==> config.mk <==
export PLATFORM = sky130hd
export DESIGN_NAME = tff_mod_counter_flat
export DESIGN_NICKNAME = d
export VERILOG_FILES = /design/src/rtl/tff_mod_counter_pkg.sv /design/src/rtl/tff_mod_counter_if.sv /design/src/rtl/tff_mod_counter_t_stage.sv /design/src/rtl/tff_mod_counter.sv /design/src/flat_wrapper.sv
export SDC_FILE = /design/constraint.sdc
export NUM_CORES = 1
export LEC_CHECK = 0
export ABC_CLOCK_PERIOD_IN_PS = 2900
export BUFFER_PORTS_ARGS = -buffer_cell sky130_fd_sc_hd__buf_2
export CAP_MARGIN = 20
export CELL_PAD_IN_SITES_DETAIL_PLACEMENT = 1
export CELL_PAD_IN_SITES_GLOBAL_PLACEMENT = 2
export CORE_MARGIN = 2
export CORE_UTILIZATION = 29
export DETAILED_ROUTE_END_ITERATION = 10
export HOLD_SLACK_MARGIN = 0.12
export PLACE_DENSITY_LB_ADDON = 0.1
export SLEW_MARGIN = 20
export SYNTH_ARGS = -nofsm -noshare
export SYNTH_HDL_FRONTEND = slang
export SYNTH_SLANG_ARGS = --single-unit
==> constraint.sdc <==
create_clock -name clk -period 2.9 [get_ports clk]
set_clock_uncertainty 0.05 [all_clocks]
set_input_delay 0.58 -clock clk [delete_from_list [all_inputs] [get_ports clk]]
set_output_delay 0.58 -clock clk [all_outputs]
set_load 0.05 [all_outputs]
==> src/rtl/tff_mod_counter_pkg.sv <==
// Shared constants for the modulo up/down T-stage counter.
// The optional sticky overflow flag is enabled by defining TFF_CNT_STICKY_OVF_EN.
package tff_cnt_pkg;
  localparam logic DIR_UP   = 1'b1;
  localparam logic DIR_DOWN = 1'b0;
endpackage

==> src/rtl/tff_mod_counter_if.sv <==
// Control/status bundle of the modulo counter.
// The ovf signal exists only when TFF_CNT_STICKY_OVF_EN is defined.
interface tff_mod_counter_if #(
  parameter int WIDTH = 4
);
  logic             en;
  logic             up;
  logic             load;
  logic [WIDTH-1:0] din;
  logic [WIDTH-1:0] q;
  logic             tc;
  logic             wrap;
`ifdef TFF_CNT_STICKY_OVF_EN
  logic             ovf;

  modport master (output en, up, load, din, input q, tc, wrap, ovf);
  modport slave  (input en, up, load, din, output q, tc, wrap, ovf);
`else
  modport master (output en, up, load, din, input q, tc, wrap);
  modport slave  (input en, up, load, din, output q, tc, wrap);
`endif
endinterface

==> src/rtl/tff_mod_counter_t_stage.sv <==
// Falling-edge toggle flip-flop with toggle enable and asynchronous active-low clear.
module t_stage (
  output logic q,
  input  logic t,
  input  logic clk,
  input  logic reset
);
  logic q_d;
  logic q_q;

  // toggle decision
  always_comb begin
    q_d = q_q;
    if (t) begin
      q_d = ~q_q;
    end else begin
      q_d = q_q;
    end
  end

  // storage bit, cleared asynchronously
  always_ff @(negedge clk or negedge reset) begin
    if (!reset) begin
      q_q <= 1'b0;
    end else begin
      q_q <= q_d;
    end
  end

  assign q = q_q;
endmodule

==> src/rtl/tff_mod_counter.sv <==
// Modulo-MODULUS up/down counter whose state lives in a chain of T stages.
// Defining TFF_CNT_STICKY_OVF_EN adds a sticky wrap flag (ovf).
module tff_mod_counter
  import tff_cnt_pkg::*;
#(
  parameter int WIDTH   = 4,
  parameter int MODULUS = 10
) (
  input logic            clk,
  input logic            reset,
  tff_mod_counter_if.slave bus
);

  if ((MODULUS < 2) || (MODULUS > (2 ** WIDTH))) begin : g_bad_params
    $error("tff_mod_counter: MODULUS must satisfy 2 <= MODULUS <= 2**WIDTH");
  end

  // MOD_EXT is one bit wider so MODULUS == 2**WIDTH never matches a din value
  localparam logic [WIDTH:0]   MOD_EXT = (WIDTH + 1)'(MODULUS);
  localparam logic [WIDTH-1:0] MAX_Q   = WIDTH'(MODULUS - 1);

  logic [WIDTH-1:0] q_s;
  logic [WIDTH-1:0] q_d;
  logic [WIDTH-1:0] t_s;
  logic             wrap_d;
  logic             wrap_q;

  // next count and wrap detection; load beats enable
  always_comb begin
    q_d    = q_s;
    wrap_d = 1'b0;
    if (bus.load) begin
      if ({1'b0, bus.din} >= MOD_EXT) begin
        q_d = MAX_Q;
      end else begin
        q_d = bus.din;
      end
    end else if (bus.en) begin
      if (bus.up == DIR_UP) begin
        if (q_s == MAX_Q) begin
          q_d    = '0;
          wrap_d = 1'b1;
        end else begin
          q_d = q_s + WIDTH'(1);
        end
      end else begin
        if (q_s == '0) begin
          q_d    = MAX_Q;
          wrap_d = 1'b1;
        end else begin
          q_d = q_s - WIDTH'(1);
        end
      end
    end else begin
      q_d = q_s;
    end
  end

  assign t_s = q_s ^ q_d;

  for (genvar i = 0; i < WIDTH; i++) begin : g_stage
    t_stage u_stage (
      .q     (q_s[i]),
      .t     (t_s[i]),
      .clk   (clk),
      .reset (reset)
    );
  end

  // one-cycle wrap pulse
  always_ff @(negedge clk or negedge reset) begin
    if (!reset) begin
      wrap_q <= 1'b0;
    end else begin
      wrap_q <= wrap_d;
    end
  end

`ifdef TFF_CNT_STICKY_OVF_EN
  logic ovf_d;
  logic ovf_q;

  // sticky flag: set by any wrap, cleared only by load or reset
  always_comb begin
    ovf_d = ovf_q;
    if (bus.load) begin
      ovf_d = 1'b0;
    end else if (wrap_d) begin
      ovf_d = 1'b1;
    end else begin
      ovf_d = ovf_q;
    end
  end

  // sticky flag register
  always_ff @(negedge clk or negedge reset) begin
    if (!reset) begin
      ovf_q <= 1'b0;
    end else begin
      ovf_q <= ovf_d;
    end
  end

  assign bus.ovf = ovf_q;
`endif

  assign bus.q    = q_s;
  assign bus.wrap = wrap_q;
  assign bus.tc   = (bus.up == DIR_UP) ? (q_s == MAX_Q) : (q_s == '0);

endmodule

==> src/flat_wrapper.sv <==
// flat-port wrapper written by rule: the top's interface ports become plain ports
module tff_mod_counter_flat import tff_cnt_pkg::*;
#(
  parameter int WIDTH   = 4,
  parameter int MODULUS = 10
)
  (clk, reset, bus_en, bus_up, bus_load, bus_din, bus_q, bus_tc, bus_wrap);
  tff_mod_counter_if #(.WIDTH(WIDTH)) bus_i ();
  input logic clk;
  input logic reset;
  input wire logic [$bits(bus_i.en)-1:0] bus_en;
  input wire logic [$bits(bus_i.up)-1:0] bus_up;
  input wire logic [$bits(bus_i.load)-1:0] bus_load;
  input wire logic [$bits(bus_i.din)-1:0] bus_din;
  output wire logic [$bits(bus_i.q)-1:0] bus_q;
  output wire logic [$bits(bus_i.tc)-1:0] bus_tc;
  output wire logic [$bits(bus_i.wrap)-1:0] bus_wrap;
  assign bus_i.en = bus_en;
  assign bus_i.up = bus_up;
  assign bus_i.load = bus_load;
  assign bus_i.din = bus_din;
  assign bus_q = bus_i.q;
  assign bus_tc = bus_i.tc;
  assign bus_wrap = bus_i.wrap;
  tff_mod_counter #(.WIDTH(WIDTH), .MODULUS(MODULUS)) u_core (.clk(clk), .reset(reset), .bus(bus_i));
endmodule
==> flow_summary_export.csv <==
group,metric,value,unit
outcome,run_status,"finished with violations",
outcome,failed_checks,"negative setup slack",
synthesis,synth_top_area_cells,"sky130_fd_sc_hd__dfrtn_1 26%, sky130_fd_sc_hd__buf_4 7.7%, sky130_fd_sc_hd__ha_1 7.7%, sky130_fd_sc_hd__o21ai_1 4.1%, sky130_fd_sc_hd__nor4b_1 3.6%",
synthesis,netlist-cell-type-count,34,
sta,worst_slew_pin_slew,0.335,ns
place,place_inst,94,
final_layout,antennaDiodeCount,0,
routing,avgViaCountPerCell,5.30,
clock_tree,cts_max_path_buffers,2,
place,dp_hpwl,1230,um
setup_path,cp.required,2.27,ns
final_layout,area_delta_synth_final,62.3,%
global_routing,track_usage,19.1,%
final_layout,finish.cell_count_without_fillers,103,
sta,rsz0062_at_grt,"true",
setup_path,cp-start-kind,"flip-flop",
floorplanning,die_area,0.00203,mm2
routing,vias,546,
power,pwr_density_cell,468,mW/mm2
hold_path,hold-path-endpoint,"u_core.g_stage[1].u_stage.q$_DFFE_NN0P_",
final_layout,layout-drive-gt1-share,52.9,%
setup_path,cp.depth,6,
setup_path,endpoint_type_of_the_worst_setup_path,"primary output",
place,placer_s_final_routability_congestion_estimate,0.741,
clock_tree,tritoncts_clock_tree,"yes",
synthesis,syn_area,488,um2
power,switching_power,147,uW
setup_path,crit-reg2reg-capture,"u_core.g_stage[3].u_stage.q$_DFFE_NN0P_",
synthesis,synth_top_flop_cell,"sky130_fd_sc_hd__dfrtn_1",
synthesis,synthDominantAreaCellType,"sky130_fd_sc_hd__dfrtn_1",
global_routing,first_global_vias,562,
hold_path,worst_hold_path_type,"reg -> reg",
setup_path,crit_chain,"inv_2 -> ha_4 -> nor3b_4 -> a31oi_4 -> nor2_4 -> buf_6",
place,place_area,668,um2
routing,number_of_detailed_routing_iterations_run_before_antenna_repair,3,
global_routing,grt_overflow,0,
setup_path,r2r_cells,6,
final_layout,layout.cell_area.non_filler,792,um2
setup_path,critical-path-top-delay-family,"flip-flops",
synthesis,yosys_warnings,0,
floorplanning,floorplan.die.width,45.0,um
setup_path,critPathKind,"reg -> out",
hold_path,hold_path_startpoint,"u_core.g_stage[1].u_stage.q$_DFFE_NN0P_",
sta,timing_max_transition_violations_final,0,
routing,drc,0,
sta,hold_viol,0,
setup_path,cp_num_buf_inv,2,
setup_path,reg2reg_setup_slack,1.14,ns
synthesis,synth.ff_latch_count,5,
sta,timing.final.setup_violations,6,
routing,finalWirelength,1650,um
routing,route.antenna.remaining_nets,0,
power,p_leak,0.000368,uW
power,power.share.combinational,53.5,%
synthesis,mappedNetlistNets,68,
floorplanning,die_height,45.0,um
setup_path,worst_path_largest_cell_delay,0.46,ns
synthesis,avgSynthCellArea,8.71,um2
synthesis,async_flop_share,100,%
power,intPower,224,uW
setup_path,worst_ep_arrival_time,2.93,ns
routing,route.detailed.wl_per_inst,16.0,um
power,share_seq_of_total_power,24.0,%
global_routing,antenna_found_initial,0,
synthesis,yosysSeqAreaShare,25.6,%
floorplanning,design.core.area,0.00154,mm2
global_routing,grt_first_pass_wirelength,2680,um
run,drv_cap,0,
clock_tree,htree_num_levels,1,
synthesis,count_of_flip_flops_with_a_built_in_enable_after_synthesis,0,
clock_tree,insertion_delay_to_the_later_sink_of_the_worst_skew_pair,0.26,ns
routing,first_iter_violations,2,
clock_tree,numClockSinks,5,
power,pwr-share-clk,22.5,%
setup_path,rr_startpoint,"u_core.g_stage[3].u_stage.q$_DFFE_NN0P_",
final_layout,fillCellCount,185,
global_routing,grt_max_degree,11,
clock_tree,cts_root_buffer,"sky130_fd_sc_hd__clkbuf_4",
setup_path,worst-path-max-fanout,3,
power,sw_frac_of_total,39.6,%
place,dp_slack,-0.478,ns
sta,maxSlewHeadroom,77.4,%
hold_path,min_delay_path_depth,3,
setup_path,cpMaxStageDelayCell,"sky130_fd_sc_hd__dfrtn_1",
clock_tree,numCtsBuffers,3,
synthesis,post-synth-top-area-fraction,25.6,%
floorplanning,number_of_top_level_pins,15,
clock_tree,clkSlewWorstSetupHoldPaths,0.04,ns
sta,setup_tns,-1.73,ns
sta,fin_ws,-0.662,ns
place,port_buffers,14,
floorplanning,initial_core_util,31.7,%
synthesis,syn-instance-count,56,
power,worst_ir_drop_vdd,0.000339,V
floorplanning,row_count,14,
final_layout,final_net_count,100,
[power by group through the flow]
stage,Sequential [uW],Clock [uW],Combinational [uW]
2_1_floorplan,88.8,0,113
3_3_place_gp,87.1,0,162
3_5_place_dp,87.7,0,164
4_1_cts,87.8,86.1,197
5_1_grt,89.7,88.8,214
6_report,89.0,83.5,198
[sequential cells by signal (all words and copies together) (netlist names)]
| signal | flops |
|---|---|
| u_core.bus.wrap | 1 |
| u_core.g_stage.u_stage.q | 4 |
[per-layer routing]
metal | track usage (%) | share of wire (%) | vias to the layer above
met5 | 0 | 0 | -
met3 | 6.00 | 3.5 | 0
met2 | 32.9 | 52 | 13
met4 | 1.76 | 0 | 0
met1 | 24.3 | 44 | 267
li1 | - | - | 266
[area by class of cell]
| type | instances | area (um2) | share of cell area (%) |
|---|---|---|---|
| Sequential cell | 5 | 125 | 15.8 |
| Multi-Input combinational cell | 40 | 343 | 43.3 |
| Clock buffer | 4 | 26.3 | 3.32 |
| Timing Repair Buffer | 34 | 263 | 33.2 |
| Inverter | 4 | 15.0 | 1.90 |
| Tap cell | 16 | 20.0 | 2.53 |
[synthesized netlist by cell type, types with 2 or more instances]
cell type / n
sky130_fd_sc_hd__nor3b_1: 2
sky130_fd_sc_hd__nor2b_1: 2
sky130_fd_sc_hd__dfrtn_1: 5
sky130_fd_sc_hd__ha_1: 3
sky130_fd_sc_hd__inv_1: 4
sky130_fd_sc_hd__buf_4: 5
sky130_fd_sc_hd__nand2_1: 3
sky130_fd_sc_hd__a21oi_1: 2
sky130_fd_sc_hd__nor4b_1: 2
sky130_fd_sc_hd__o21ai_1: 4
[worst max path at each step]
stage,to,from
after floorplan,bus_tc,u_core.g_stage[0].u_stage.q$_DFFE_NN0P_
after global placement,bus_tc,u_core.g_stage[0].u_stage.q$_DFFE_NN0P_
after detailed placement,bus_tc,u_core.g_stage[0].u_stage.q$_DFFE_NN0P_
after CTS,bus_tc,u_core.g_stage[0].u_stage.q$_DFFE_NN0P_
after global routing,bus_tc,u_core.g_stage[0].u_stage.q$_DFFE_NN0P_
final,bus_tc,u_core.g_stage[0].u_stage.q$_DFFE_NN0P_
[worst register-to-register path: cells and delay by family (launching register included)]
kind                   cells  cell delay, ns
buffers and inverters      3            0.42
AND/OR/NAND/NOR            1            0.32
flip-flops                 1            0.54
AO/OA/AOI/OAI              2            0.27
[per-stage QoR]
step	hold slack [ns]	util, %	total power [uW]
after floorplan	0.511	-	202
after global placement	0.619	43.3	250
after detailed placement	0.632	43.3	252
after CTS	0.674	51.2	371
after global routing	0.755	51.4	393
final	0.674	51.4	371
[cell families (layout without fill, tap and decap cells)]
| family | count (synthesis) | count (layout) | synth area share, % |
|---|---|---|---|
| compound gates | 19 | 19 | 27.7 |
| simple gates | 16 | 16 | 21.0 |
| buf+inv | 11 | 42 | 14.1 |
| flops | 5 | 5 | 25.6 |
| fa+ha+maj | 3 | 3 | 7.69 |
| xor+xnor | 1 | 1 | 1.80 |
| mux | 1 | 1 | 2.05 |
[repair_timing]
item                       4_1_cts  5_1_grt
buffers inserted                 6        0
pin swaps                        2        0
resized for setup               15        1
hold buffers                     0        0
setup endpoints to repair        6        6
[cells in the final DEF (no fill, tap or decap), drive strengths merged, types with 2 or more instances in the layout]
cell type / instances
dfrtn: 5
clkbuf: 4
buf: 34
a21oi: 3
nor4b: 2
a211oi: 2
nor2b: 2
nand2: 3
o21ai: 5
inv: 4
ha: 3
nor3b: 2
(Power assumes the default switching activity.)
